File: src/rtl/tlk2711_wr_cmd_arb_if.sv
// Signal bundle between the rx links, the write-command arbiter and the shared tlk2711 DMA write channel.
// slave is the arbiter's view; master is the view of whatever drives the links and DMA.
interface tlk2711_wr_cmd_arb_if #(
    parameter int NUM_CH          = 2,
    parameter int ADDR_WIDTH      = 32,
    parameter int DLEN_WIDTH      = 16,
    parameter int DATA_WIDTH      = 16,
    parameter int WBYTE_WIDTH     = 2,
    parameter int MAX_OUTSTANDING = 4
);
    localparam int CMD_W = DLEN_WIDTH + ADDR_WIDTH;
    localparam int OUT_W = $clog2(MAX_OUTSTANDING) + 1;

    logic [NUM_CH-1:0]             i_ch_cmd_req;
    logic [NUM_CH*CMD_W-1:0]       i_ch_cmd_data;
    logic [NUM_CH-1:0]             o_ch_cmd_ack;
    logic [NUM_CH-1:0]             i_ch_wr_valid;
    logic [NUM_CH*WBYTE_WIDTH-1:0] i_ch_wr_keep;
    logic [NUM_CH*DATA_WIDTH-1:0]  i_ch_wr_data;
    logic [NUM_CH-1:0]             o_ch_wr_ready;
    logic [NUM_CH-1:0]             o_ch_wr_finish;
    logic                          o_wr_cmd_req;
    logic [CMD_W-1:0]              o_wr_cmd_data;
    logic                          i_wr_cmd_ack;
    logic                          o_dma_wr_valid;
    logic [WBYTE_WIDTH-1:0]        o_dma_wr_keep;
    logic [DATA_WIDTH-1:0]         o_dma_wr_data;
    logic                          i_dma_wr_ready;
    logic                          i_wr_finish;
    logic [OUT_W-1:0]              o_outstanding;
    logic                          o_busy;

    modport slave (
        input  i_ch_cmd_req, i_ch_cmd_data, i_ch_wr_valid, i_ch_wr_keep, i_ch_wr_data,
               i_wr_cmd_ack, i_dma_wr_ready, i_wr_finish,
        output o_ch_cmd_ack, o_ch_wr_ready, o_ch_wr_finish, o_wr_cmd_req, o_wr_cmd_data,
               o_dma_wr_valid, o_dma_wr_keep, o_dma_wr_data, o_outstanding, o_busy
    );

    modport master (
        output i_ch_cmd_req, i_ch_cmd_data, i_ch_wr_valid, i_ch_wr_keep, i_ch_wr_data,
               i_wr_cmd_ack, i_dma_wr_ready, i_wr_finish,
        input  o_ch_cmd_ack, o_ch_wr_ready, o_ch_wr_finish, o_wr_cmd_req, o_wr_cmd_data,
               o_dma_wr_valid, o_dma_wr_keep, o_dma_wr_data, o_outstanding, o_busy
    );
endinterface

File: src/rtl/tlk2711_wr_cmd_arb.sv
// Round-robin arbiter sharing one tlk2711 DMA write channel among NUM_CH rx links.
// An in-order owner FIFO steers write data to the DMA and finish pulses back to the links.
module tlk2711_wr_cmd_arb #(
    parameter int NUM_CH          = 2,
    parameter int ADDR_WIDTH      = 32,
    parameter int DLEN_WIDTH      = 16,
    parameter int DATA_WIDTH      = 16,
    parameter int WBYTE_WIDTH     = 2,
    parameter int MAX_OUTSTANDING = 4
) (
    input  logic clk,
    input  logic rst,
    input  logic i_soft_rst,
    tlk2711_wr_cmd_arb_if.slave bus
);
    localparam int CMD_W = DLEN_WIDTH + ADDR_WIDTH;
    localparam int ID_W  = (NUM_CH > 1) ? $clog2(NUM_CH) : 1;
    localparam int IDX_W = $clog2(MAX_OUTSTANDING);
    localparam int PTR_W = IDX_W + 1;
    localparam int WB_SH = $clog2(WBYTE_WIDTH);

    typedef enum logic [1:0] {S_IDLE, S_ISSUE, S_ACKD} state_t;

    typedef struct packed {
        logic [ID_W-1:0]       id;
        logic [DLEN_WIDTH-1:0] beats;
    } entry_t;

    // len rounded up to whole beats; a zero-length command still moves one beat
    function automatic logic [DLEN_WIDTH-1:0] beats_of(input logic [DLEN_WIDTH-1:0] len);
        logic [DLEN_WIDTH-1:0] rem;
        rem = len & DLEN_WIDTH'(WBYTE_WIDTH - 1);
        if (len == '0) return DLEN_WIDTH'(1);
        return (len >> WB_SH) + DLEN_WIDTH'(rem != '0);
    endfunction

    logic                  srst;
    state_t                state_q, state_d;
    logic [ID_W-1:0]       rr_q, rr_d, gnt_q, gnt_d, sel_ch;
    logic                  sel_found;
    logic                  req_q, req_d;
    logic [CMD_W-1:0]      cmd_q, cmd_d;
    logic [NUM_CH-1:0]     ack_q, ack_d, fin_q;
    logic                  push, pop, full, has_owner, beat_fire, last_beat;
    logic [PTR_W-1:0]      wr_ptr, rd_ptr, dp, outstanding;
    logic [DLEN_WIDTH-1:0] beat_cnt;
    entry_t                fifo [MAX_OUTSTANDING];
    entry_t                own_e;

    assign srst        = rst | i_soft_rst;
    assign outstanding = wr_ptr - rd_ptr;
    assign full        = (outstanding == PTR_W'(MAX_OUTSTANDING));
    assign pop         = bus.i_wr_finish & (wr_ptr != rd_ptr);

    // first requester at or after rr_q, wrapping
    always_comb begin
        int idx;
        sel_found = 1'b0;
        sel_ch    = '0;
        idx       = 0;
        for (int k = 0; k < NUM_CH; k++) begin
            idx = int'(rr_q) + k;
            if (idx >= NUM_CH) idx = idx - NUM_CH;
            if (!sel_found && bus.i_ch_cmd_req[idx]) begin
                sel_found = 1'b1;
                sel_ch    = ID_W'(idx);
            end
        end
    end

    always_comb begin
        state_d = state_q;
        rr_d    = rr_q;
        gnt_d   = gnt_q;
        req_d   = req_q;
        cmd_d   = cmd_q;
        ack_d   = '0;
        push    = 1'b0;
        case (state_q)
            S_IDLE: begin
                if (sel_found && !full) begin
                    gnt_d   = sel_ch;
                    cmd_d   = bus.i_ch_cmd_data[sel_ch*CMD_W +: CMD_W];
                    req_d   = 1'b1;
                    state_d = S_ISSUE;
                end
            end
            S_ISSUE: begin
                if (bus.i_wr_cmd_ack) begin
                    req_d        = 1'b0;
                    ack_d[gnt_q] = 1'b1;
                    push         = 1'b1;
                    rr_d         = (gnt_q == ID_W'(NUM_CH - 1)) ? '0 : gnt_q + 1'b1;
                    state_d      = S_ACKD;
                end
            end
            // the link still shows its request while the ack pulse is out; skip one cycle
            S_ACKD:  state_d = S_IDLE;
            default: state_d = S_IDLE;
        endcase
    end

    always_ff @(posedge clk) begin
        if (srst) begin
            state_q  <= S_IDLE;
            rr_q     <= '0;
            gnt_q    <= '0;
            req_q    <= 1'b0;
            cmd_q    <= '0;
            ack_q    <= '0;
            fin_q    <= '0;
            wr_ptr   <= '0;
            rd_ptr   <= '0;
            dp       <= '0;
            beat_cnt <= '0;
        end else begin
            state_q <= state_d;
            rr_q    <= rr_d;
            gnt_q   <= gnt_d;
            req_q   <= req_d;
            cmd_q   <= cmd_d;
            ack_q   <= ack_d;
            fin_q   <= '0;
            if (push) wr_ptr <= wr_ptr + 1'b1;
            if (pop) begin
                fin_q[fifo[rd_ptr[IDX_W-1:0]].id] <= 1'b1;
                rd_ptr <= rd_ptr + 1'b1;
            end
            if (beat_fire) begin
                if (last_beat) begin
                    beat_cnt <= '0;
                    dp       <= dp + 1'b1;
                end else begin
                    beat_cnt <= beat_cnt + 1'b1;
                end
            end
        end
    end

    always_ff @(posedge clk) begin
        if (push) fifo[wr_ptr[IDX_W-1:0]] <= '{id: gnt_q, beats: beats_of(cmd_q[CMD_W-1:ADDR_WIDTH])};
    end

    // data owner is the oldest entry whose beats are not all transferred
    assign has_owner = (dp != wr_ptr);
    assign own_e     = fifo[dp[IDX_W-1:0]];
    assign beat_fire = bus.o_dma_wr_valid & bus.i_dma_wr_ready;
    assign last_beat = (beat_cnt == own_e.beats - 1'b1);

    always_comb begin
        bus.o_dma_wr_valid = 1'b0;
        bus.o_dma_wr_keep  = '0;
        bus.o_dma_wr_data  = '0;
        bus.o_ch_wr_ready  = '0;
        if (has_owner) begin
            bus.o_dma_wr_valid          = bus.i_ch_wr_valid[own_e.id];
            bus.o_dma_wr_keep           = bus.i_ch_wr_keep[own_e.id*WBYTE_WIDTH +: WBYTE_WIDTH];
            bus.o_dma_wr_data           = bus.i_ch_wr_data[own_e.id*DATA_WIDTH +: DATA_WIDTH];
            bus.o_ch_wr_ready[own_e.id] = bus.i_dma_wr_ready;
        end
    end

    assign bus.o_wr_cmd_req   = req_q;
    assign bus.o_wr_cmd_data  = cmd_q;
    assign bus.o_ch_cmd_ack   = ack_q;
    assign bus.o_ch_wr_finish = fin_q;
    assign bus.o_outstanding  = outstanding;
    assign bus.o_busy         = (outstanding != '0) | (state_q != S_IDLE);
endmodule
File: src/flat_wrapper.sv
// flat-port wrapper written by rule: the top's interface ports become plain ports
module tlk2711_wr_cmd_arb_flat 
#(
    parameter int NUM_CH          = 2,
    parameter int ADDR_WIDTH      = 32,
    parameter int DLEN_WIDTH      = 16,
    parameter int DATA_WIDTH      = 16,
    parameter int WBYTE_WIDTH     = 2,
    parameter int MAX_OUTSTANDING = 4
)
  (clk, rst, i_soft_rst, bus_i_ch_cmd_req, bus_i_ch_cmd_data, bus_i_ch_wr_valid, bus_i_ch_wr_keep, bus_i_ch_wr_data, bus_i_wr_cmd_ack, bus_i_dma_wr_ready, bus_i_wr_finish, bus_o_ch_cmd_ack, bus_o_ch_wr_ready, bus_o_ch_wr_finish, bus_o_wr_cmd_req, bus_o_wr_cmd_data, bus_o_dma_wr_valid, bus_o_dma_wr_keep, bus_o_dma_wr_data, bus_o_outstanding, bus_o_busy);
  tlk2711_wr_cmd_arb_if #(.NUM_CH(NUM_CH), .ADDR_WIDTH(ADDR_WIDTH), .DLEN_WIDTH(DLEN_WIDTH), .DATA_WIDTH(DATA_WIDTH), .WBYTE_WIDTH(WBYTE_WIDTH), .MAX_OUTSTANDING(MAX_OUTSTANDING)) bus_i ();
  input  logic clk;
  input  logic rst;
  input  logic i_soft_rst;
  input wire logic [$bits(bus_i.i_ch_cmd_req)-1:0] bus_i_ch_cmd_req;
  input wire logic [$bits(bus_i.i_ch_cmd_data)-1:0] bus_i_ch_cmd_data;
  input wire logic [$bits(bus_i.i_ch_wr_valid)-1:0] bus_i_ch_wr_valid;
  input wire logic [$bits(bus_i.i_ch_wr_keep)-1:0] bus_i_ch_wr_keep;
  input wire logic [$bits(bus_i.i_ch_wr_data)-1:0] bus_i_ch_wr_data;
  input wire logic [$bits(bus_i.i_wr_cmd_ack)-1:0] bus_i_wr_cmd_ack;
  input wire logic [$bits(bus_i.i_dma_wr_ready)-1:0] bus_i_dma_wr_ready;
  input wire logic [$bits(bus_i.i_wr_finish)-1:0] bus_i_wr_finish;
  output wire logic [$bits(bus_i.o_ch_cmd_ack)-1:0] bus_o_ch_cmd_ack;
  output wire logic [$bits(bus_i.o_ch_wr_ready)-1:0] bus_o_ch_wr_ready;
  output wire logic [$bits(bus_i.o_ch_wr_finish)-1:0] bus_o_ch_wr_finish;
  output wire logic [$bits(bus_i.o_wr_cmd_req)-1:0] bus_o_wr_cmd_req;
  output wire logic [$bits(bus_i.o_wr_cmd_data)-1:0] bus_o_wr_cmd_data;
  output wire logic [$bits(bus_i.o_dma_wr_valid)-1:0] bus_o_dma_wr_valid;
  output wire logic [$bits(bus_i.o_dma_wr_keep)-1:0] bus_o_dma_wr_keep;
  output wire logic [$bits(bus_i.o_dma_wr_data)-1:0] bus_o_dma_wr_data;
  output wire logic [$bits(bus_i.o_outstanding)-1:0] bus_o_outstanding;
  output wire logic [$bits(bus_i.o_busy)-1:0] bus_o_busy;
  assign bus_i.i_ch_cmd_req = bus_i_ch_cmd_req;
  assign bus_i.i_ch_cmd_data = bus_i_ch_cmd_data;
  assign bus_i.i_ch_wr_valid = bus_i_ch_wr_valid;
  assign bus_i.i_ch_wr_keep = bus_i_ch_wr_keep;
  assign bus_i.i_ch_wr_data = bus_i_ch_wr_data;
  assign bus_i.i_wr_cmd_ack = bus_i_wr_cmd_ack;
  assign bus_i.i_dma_wr_ready = bus_i_dma_wr_ready;
  assign bus_i.i_wr_finish = bus_i_wr_finish;
  assign bus_o_ch_cmd_ack = bus_i.o_ch_cmd_ack;
  assign bus_o_ch_wr_ready = bus_i.o_ch_wr_ready;
  assign bus_o_ch_wr_finish = bus_i.o_ch_wr_finish;
  assign bus_o_wr_cmd_req = bus_i.o_wr_cmd_req;
  assign bus_o_wr_cmd_data = bus_i.o_wr_cmd_data;
  assign bus_o_dma_wr_valid = bus_i.o_dma_wr_valid;
  assign bus_o_dma_wr_keep = bus_i.o_dma_wr_keep;
  assign bus_o_dma_wr_data = bus_i.o_dma_wr_data;
  assign bus_o_outstanding = bus_i.o_outstanding;
  assign bus_o_busy = bus_i.o_busy;
  tlk2711_wr_cmd_arb #(.NUM_CH(NUM_CH), .ADDR_WIDTH(ADDR_WIDTH), .DLEN_WIDTH(DLEN_WIDTH), .DATA_WIDTH(DATA_WIDTH), .WBYTE_WIDTH(WBYTE_WIDTH), .MAX_OUTSTANDING(MAX_OUTSTANDING)) u_core (.clk(clk), .rst(rst), .i_soft_rst(i_soft_rst), .bus(bus_i));
endmodule
File: config.mk
export PLATFORM = sky130hd
export DESIGN_NAME = tlk2711_wr_cmd_arb_flat
export DESIGN_NICKNAME = d
export VERILOG_FILES = /design/src/rtl/tlk2711_wr_cmd_arb_if.sv /design/src/rtl/tlk2711_wr_cmd_arb.sv /design/src/flat_wrapper.sv
export SDC_FILE = /design/constraint.sdc
export NUM_CORES = 1
export LEC_CHECK = 0
export ABC_AREA = 1
export BUFFER_PORTS_ARGS = -buffer_cell sky130_fd_sc_hd__clkbuf_2
export CORE_MARGIN = 1
export CORE_UTILIZATION = 50
export CTS_CLUSTER_DIAMETER = 100
export DETAILED_ROUTE_END_ITERATION = 10
export PLACE_DENSITY = 0.77
export SYNTH_ARGS = -nofsm -noshare
export SYNTH_HDL_FRONTEND = slang
export SYNTH_SLANG_ARGS = --single-unit
File: constraint.sdc
create_clock -name clk -period 3 [get_ports clk]
set_input_delay 0.6 -clock clk [delete_from_list [all_inputs] [get_ports clk]]
set_output_delay 0.6 -clock clk [all_outputs]
set_load 0.02 [all_outputs]
==> results of run 1 <==
## power by group
group / total (mW) / switching (mW) / leakage [nW] / internal (mW)
Clock: 2.08 / 0.856 / 0.265 / 1.22
Combinational: 0.546 / 0.349 / 2.93 / 0.198
Sequential: 2.29 / 0.0393 / 1.33 / 2.25
## critical path, cell delays in order, from the launching register on
cell        delay, ns
dfxtp_1          0.62
inv_4            0.19
nand3_2          0.13
nand2_2          0.10
clkinvlp_4       0.25
nand2_1          0.09
a21oi_1          0.18
clkbuf_2         0.20
## per-layer routing
metal | up-vias | GRT usage, % | wire length (um)
li1 | 3780 | - | -
met1 | 3333 | 30.02 | 8374
met2 | 273 | 45.46 | 10240
met3 | 34 | 4.758 | 1236
met4 | 0 | 9.827 | 386
met5 | - | 0 | 0
## sequential cells by signal (all words and copies together) (netlist names), 2 cells and up, named ones only
register	cells
u_core.dp	3
u_core.beat_cnt	16
u_core.rd_ptr	3
u_core.state_q	2
u_core.wr_ptr	3
u_core.fifo	68
u_core.bus.o_ch_cmd_ack	2
u_core.bus.o_wr_cmd_data	48
u_core.bus.o_ch_wr_finish	2
## stage by stage
stage	instance area, um2	setup slack [ns]	utilization, %
after detailed placement	9205	0.3020	59.89
after global placement	9205	0.3613	59.89
after CTS	9782	0.05304	63.64
after floorplan	7946	0.5750	-
after global routing	9786	0.02002	63.66
final	9786	0.1966	63.66
## cell type report
class / count / area (um2) / share of cell area, %
clock buffer: 17 / 425.4 / 4.347
clock inverter: 15 / 151.4 / 1.547
sequential: 154 / 3764 / 38.46
multi-input combinational: 714 / 3587 / 36.66
timing repair buffer: 231 / 1199 / 12.25
inverter: 103 / 395.4 / 4.040
tap: 211 / 264.0 / 2.698
## logic make-up after synthesis
logic type,after synthesis,synth area share (%)
compound gates,156,10.90
xor+xnor,22,2.425
fa+ha+maj,14,2.299
buf+inv,147,7.684
flops,154,47.36
simple gates,522,29.33
## final timing paths
check	from	end	slack, ns	cells past startpoint
hold / removal	bus_i_ch_cmd_data[57]	u_core.bus.o_wr_cmd_data[9]	0.42	3
setup reg to reg	flip-flop	u_core.dp[0]	0.20	12
hold reg to reg	u_core.rd_ptr[2]	u_core.rd_ptr[2]	0.48	1
setup / recovery	flip-flop	bus_o_dma_wr_data[5]	0.20	7
## cell usage after synthesis (all sizes together) (4+ instances only)
library cell	count	area share (%)
nand3	80	5.4
nor2	57	3.4
dfxtp	86	22
buf	11	1.2
nor3	15	1.2
xnor2	7	0.77
clkbuf	33	1.6
a31oi	48	3.8
xor2	15	1.7
nand3b	4	0.38
nand2	339	17
ha	13	2.0
edfxtp	68	26
inv	101	4.8
nand4	21	1.7
o21ai	61	3.8
a21oi	39	2.5
## repair_timing
item | 4_1_cts | 5_1_grt
endpoints found under the setup margin | 0 | 13
gates resized for setup | 0 | 1
hold buffers | 0 | 0
==> flow_metrics.tcl, run 1 <==
set metrics [dict create \
    clockBufferDepth 2 \
    yosysSeqAreaShare_pct 47.36 \
    synth_edf_count 68 \
    grt_pass1_vias 6568 \
    drc 0 \
    hold_viol_final 0 \
    avgSynthCellArea_um2 7.829 \
    area_growth_pct 23.15 \
    synthCells 1015 \
    final_max_slew_viol_count 0 \
    period_share_pct 93.45 \
    layout_commonest_cell "nand2_1" \
    async_flop_share_pct 0 \
    fp.dieW_um 128.1 \
    numPortBuffers 219 \
    place_congestion 0.9019 \
    core_area_um2 15370 \
    fin_crit_ns 2.803 \
    antenna_cells 0 \
    fin_cells 1445 \
    arrival_ns 2.20 \
    power.total_mw 4.911 \
    cts_setup_buffers 0 \
    viasPerCell 5.135 \
    cts_tree "yes" \
    ios 220 \
    cts_buffers 17 \
    cts_root_buf "clkbuf_16" \
    ys_ff_latch 154 \
    hpwl_um 15280 \
    layout.nets 1377 \
    rows 45 \
    die_area_um2 16400 \
    critPathRequiredTime_ns 2.40 \
    place_inst 1413 \
    n_fill_cell 1343 \
    overflow 0 \
    grt_pass1_wl_um 32050 \
    p_per_area_nw_per_um2 501.9 \
    synthFlopType "dfxtp_1" \
    synth_nets 1171 \
    outcome "finished, final reports clean" \
    dieHeight_um 128.1 \
    drt_pass1_iterations 4 \
    finalSetupTns_ns 0 \
    routed-via-count 7420 \
    synth_area_um2 7946 \
    yosysUniqueCellTypes 44 \
    path_class "reg -> out" \
    rsz0062_at_grt "false" \
    worstPathMaxFanout 19 \
    clk_latency_ns 0.43 \
    ant_nets 0 \
    initial_core_util_pct 51.70 \
    htreeDepth 4 \
    dr.first_iter.drc_count 408 \
    finalSetupViolCount 0 \
    track_usage_pct 25.37 \
    grt_max_degree 99 \
    maxCapViolCount 0 \
    antenna_found_initial 0 \
    peakVddDrop_v 0.0003960 \
    start_kind "flip-flop" \
    end_kind "primary output" \
    wl_um 20240 \
    timing.fmax_mhz 356.7 \
    hold_ws_ns 0.4161 \
    min_path_type "in -> reg" \
    clock-sinks 154 \
    leakagePower_nw 4.531 \
    path_clk_slew_ns 0.06 \
    relSlewSlack_pct 58.89 \
    tightestPinTransition_ns 0.6159 \
    wl_per_cell_um 14.00 \
    mostFrequentLayoutCells "nand2_1 (321), clkbuf_2 (219), inv_1 (95)" \
    ys_warn_count 0 \
    drive_above_1_share_pct 25.20 \
    clock_skew_ns 0.009688 \
]
Power figures use the tool's default switching activity.
==> run 2: changes to the inputs <==
- CTS_BUF_LIST: default -> sky130_fd_sc_hd__clkbuf_4
==> run 2 against run 1 <==
  * Worst setup slack lost 0.10 ns
  * Highest routed layer unchanged
  * Sequential power is essentially flat
  * Sequential share of layout area is 1.2 points higher
  * Critical path type unchanged
  * Combinational power about the same
==> flow_metrics.tcl, run 2 (synthesis gave the netlist of run 1 again) <==
set metrics [dict create \
    outcome "finished, final reports clean" \
    cts_setup_buffers 0 \
    clock_skew_ns 0.02322 \
    viasPerCell 5.147 \
    htreeDepth 4 \
    drt_pass1_iterations 5 \
    layout_commonest_cell "nand2_1" \
    final_util_pct 61.77 \
    dr.first_iter.drc_count 412 \
    drive_above_1_share_pct 25.28 \
    grt_max_degree 99 \
    core_area_um2 15370 \
    cts_tree "yes" \
    hold_viol_final 0 \
    maxCapViolCount 0 \
    place_congestion 0.9019 \
    finalSetupTns_ns 0 \
    n_fill_cell 1395 \
    ff_latch_area_um2 3764 \
    leakagePower_nw 4.403 \
    dieHeight_um 128.1 \
    initial_core_util_pct 51.70 \
    fin_crit_ns 2.904 \
    fp.dieW_um 128.1 \
    track_usage_pct 25.17 \
    ios 220 \
    wl_um 20190 \
    mostFrequentLayoutCells "nand2_1 (321), clkbuf_2 (219), inv_1 (95)" \
    layout.nets 1377 \
    power.total_mw 4.075 \
    grt_pass1_wl_um 31860 \
    timing.fmax_mhz 344.3 \
    largest_reg_flops 68 \
    relSlewSlack_pct 58.26 \
    worstPathMaxFanout 19 \
    area_growth_pct 19.49 \
    path_delay_family "flip-flops" \
    setup_slack_ns 0.09560 \
    overflow 0 \
    path_clk_slew_ns 0.14 \
    rsz0062_at_grt "false" \
    rr_worst_depth 12 \
    final_max_slew_viol_count 0 \
    ant_nets 0 \
    multi_input_area_um2 3595 \
    period_share_pct 96.81 \
    grt_pass1_vias 6530 \
    path_class "reg -> out" \
    clockBufferDepth 2 \
    end_kind "primary output" \
    worstPathBufferInverterCount 3 \
    slowest_stage "dfxtp_1" \
    start_kind "flip-flop" \
    rows 45 \
    finalSetupViolCount 0 \
    crit_chain "inv_4 > nand3_2 > nand2_2 > clkinv_2 > nand2_1 > a21oi_1 > clkbuf_2" \
    critPathRequiredTime_ns 2.40 \
    cts_buffers 17 \
    cp_num_cells 7 \
    wl_per_cell_um 13.96 \
    die_area_um2 16400 \
    antenna_found_initial 1 \
    arrival_ns 2.30 \
    min_path_type "in -> reg" \
    tightestPinTransition_ns 0.6254 \
    peakVddDrop_v 0.0002560 \
    drc 0 \
    p_per_area_nw_per_um2 429.2 \
    routed-via-count 7442 \
    hold_depth 3 \
    clock-sinks 154 \
    hpwl_um 15280 \
    pre_cts_ws_ns 0.3020 \
    slowest_delay_ns 0.65 \
    worstHoldStart "bus_i_ch_cmd_data[2]" \
    numPortBuffers 219 \
    cts-hold-fix-buffers 0 \
    clk_latency_ns 0.56 \
    cts_root_buf "clkbuf_4" \
]
[run 2: cell count changes in the layout (fill, tap and decap cells not counted), sizes merged]
cell      change
diode         +1
clkinvlp      -1
clkinv        +1
[run 2: final cells by class]
type,instances,share of cell area (%)
Clock buffer,17,1.344
Multi-Input combinational cell,714,37.86
Sequential cell,154,39.64
Timing Repair Buffer,231,12.62
Clock inverter,15,1.594
Inverter,103,4.138
Antenna cell,1,0.02635
Tap cell,211,2.780
[run 2: metal layers]
metal | share of wire, % | track usage [%]
met4 | 2.0 | 9.273
met2 | 50 | 44.76
met5 | 0 | 0
met3 | 6.6 | 4.883
met1 | 41 | 30.14
[run 2: worst paths after layout]
| check | slack, ns | end |
|---|---|---|
| setup / recovery | 0.1 | bus_o_dma_wr_data[5] |
| hold / removal | 0.26 | u_core.bus.o_wr_cmd_data[2] |
| setup reg to reg | 0.15 | u_core.dp[1] |
| hold reg to reg | 0.49 | u_core.rd_ptr[2] |
[run 2: tightest hold or removal path: cells and delay by family]
family / cells / cell delay, ns
buf+inv: 1 / 0.08
compound gates: 1 / 0.07
simple gates: 1 / 0.05
[run 2: what timing repair did]
action                     CTS  global route
resized for setup            1             1
gates cloned                 0             0
setup endpoints to repair   14             1
[run 2: per-stage QoR]
stage                     area (um2)  hold slack, ns  std cells
final                           9495          0.2643       1446
after global routing            9495          0.2310       1446
after CTS                       9485          0.2327       1445
after detailed placement        9205          0.4791       1413
after global placement          9205          0.4478       1413
after floorplan                 7946          0.4417       1015
[run 2: power breakdown]
part | internal (mW) | leakage, nW | total (mW) | switching [mW]
combinational | 0.198 | 2.94 | 0.546 | 0.348
clock | 0.492 | 0.133 | 1.24 | 0.751
sequential | 2.25 | 1.33 | 2.29 | 0.0395
==> run 3: changes to the inputs <==
- RECOVER_POWER: default -> 100
- SETUP_SLACK_MARGIN: default -> 0.3
==> run 3 against run 2 <==
  * Hold slack better by 0.012 ns
  * Critical path type unchanged
  * Die area unchanged
  * Sequential share of layout area decreased by 0.12 points
  * Core utilization up 0.33 points
  * Flip-flop and latch count stayed put
  * Count of clock-buffer cells in the layout did not move
  * Via count is 0.67% higher
  * First-iteration DRC count is 9.2% higher
  * Critical path depth is 1 higher
  * Global-route usage up 0.32 points
==> flow_metrics.tcl, run 3 (synthesis gave the netlist of run 1 again) <==
set metrics [dict create \
    outcome "finished, final reports clean" \
    switchingPower_mw 1.142 \
    end_kind "primary output" \
    rr_worst_depth 13 \
    worst_path_most_repeated_cell "nand2_1" \
    clockPowerShare_pct 30.4 \
    hold_depth 3 \
    clockBufferDepth 2 \
    track_usage_pct 25.48 \
    cts_buffers 17 \
    setup_slack_ns 0.3332 \
    wl_met2_um 10510 \
    rows 45 \
    initial_core_util_pct 51.70 \
    largest_reg_flops 68 \
    sequentialPowerShare_pct 56.1 \
    path_clk_slew_ns 0.14 \
    wl_um 20800 \
    grt_pass1_vias 6566 \
    die_area_um2 16400 \
    rsz0062_at_grt "true" \
    drc 0 \
    fin_crit_ns 2.667 \
    final_max_slew_viol_count 0 \
    hold_viol_final 0 \
    worstPathMaxFanout 11 \
    tightestPinTransition_ns 1.077 \
    pre_cts_ws_ns 0.3020 \
    layout_commonest_cell "nand2_1" \
    wl_met3_um 1393 \
    core_area_um2 15370 \
    cts_tree "yes" \
    dr.first_iter.drc_count 450 \
    viasPerCell 5.149 \
    maxCapViolCount 0 \
    finalSetupTns_ns 0 \
    drive_above_1_share_pct 19.87 \
    hpwl_um 15280 \
    min_path_type "in -> reg" \
    peakVddDrop_v 0.0002527 \
    antenna_found_initial 1 \
    slowest_stage "dfxtp_4" \
    area_growth_pct 20.12 \
    clk_latency_ns 0.55 \
    routed.top_layer "met4" \
    cts_root_buf "clkbuf_4" \
    ios 220 \
    arrival_ns 2.07 \
    layout.nets 1386 \
    finalSetupViolCount 0 \
    start_kind "flip-flop" \
    cts-hold-fix-buffers 0 \
    place_congestion 0.9019 \
    path_class "reg -> out" \
    wl_per_cell_um 14.29 \
    clock-sinks 154 \
    critPathRequiredTime_ns 2.40 \
    grt_max_degree 99 \
    dieHeight_um 128.1 \
    numPortBuffers 219 \
    intPower_mw 2.929 \
    p_per_area_nw_per_um2 426.5 \
    routed-via-count 7492 \
    fp.dieW_um 128.1 \
    relSlewSlack_pct 28.19 \
    drt_pass1_iterations 5 \
    crit_chain "buf_6 > nand2_1 > nand3_2 > nand2_4 > clkbuf_16 > nand2_1 > a21oi_1 > clkbuf_1" \
    grt_pass1_wl_um 32260 \
    htreeDepth 4 \
    mostFrequentLayoutCells "nand2_1 (320), clkbuf_2 (141), inv_1 (94)" \
    ant_nets 0 \
    period_share_pct 88.89 \
    timing.fmax_mhz 375.0 \
    slowest_delay_ns 0.40 \
    wl_met1_um 8477 \
    leakagePower_nw 4.197 \
    clock_skew_ns 0.02024 \
    overflow 0 \
    comb_power_share_pct 13.4 \
    swShare_pct 28.04 \
]
==> run 3: power by group through the flow <==
stage / clock, mW / sequential [mW] / combinational (mW)
final: 1.24 / 2.28 / 0.547
after global routing: 1.35 / 2.29 / 0.605
after CTS: 1.26 / 2.29 / 0.554
after detailed placement: 0 / 2.33 / 0.545
after global placement: 0 / 2.33 / 0.541
after floorplan: 0 / 2.38 / 0.269
==> run 3: worst max-delay path, delay by kind of cell, from the launching register on <==
family	cells	cell delay (ns)
and+or+nand+nor	4	0.40
buffers and inverters	3	0.57
DFF	1	0.40
AOI/OAI and AO/OA	1	0.14
==> run 3: final timing paths <==
| path | startpoint | to | slack, ns |
|---|---|---|---|
| setup / recovery | flip-flop | bus_o_dma_wr_data[1] | 0.33 |
| hold / removal | bus_i_ch_cmd_data[2] | u_core.bus.o_wr_cmd_data[2] | 0.28 |
| setup reg to reg | flip-flop | u_core.dp[1] | 0.41 |
| hold reg to reg | u_core.rd_ptr[2] | u_core.rd_ptr[2] | 0.49 |
==> run 3: timing repair <==
item | 4_1_cts | 5_1_grt
pin swaps | 1 | 5
cloned | 1 | 2
setup buffers | 4 | 2
gates resized for setup | 16 | 39
endpoints found under the setup margin | 28 | 51
==> run 3: layer usage <==
| layer | vias to the layer above | GRT usage, % |
|---|---|---|
| met4 | 0 | 8.997 |
| met2 | 298 | 45.59 |
| met3 | 36 | 4.925 |
| li1 | 3807 | - |
| met1 | 3351 | 30.45 |
| met5 | - | 0 |
==> run 3: final cells by class <==
class,count,area [um2]
Timing Repair inverter,1,7.507
Timing Repair Buffer,238,1181
Clock inverter,15,151.4
Antenna cell,1,2.502
Clock buffer,17,127.6
Inverter,103,410.4
Multi-Input combinational cell,715,3628
Sequential cell,154,3772
Fill cell,1423,5826
Tap cell,211,264.0
==> run 3: metrics by stage <==
stage               utilization [%]  hold slack, ns  power (mW)  cells  area [um2]
floorplan                         -          0.4417       2.646   1015        7946
global placement              59.89          0.4478       2.872   1413        9205
detailed placement            59.89          0.4791       2.878   1413        9205
CTS                           62.24          0.2327       4.099   1450        9567
global route                  62.10          0.2312       4.251   1455        9545
finish                        62.10          0.2766       4.071   1455        9545
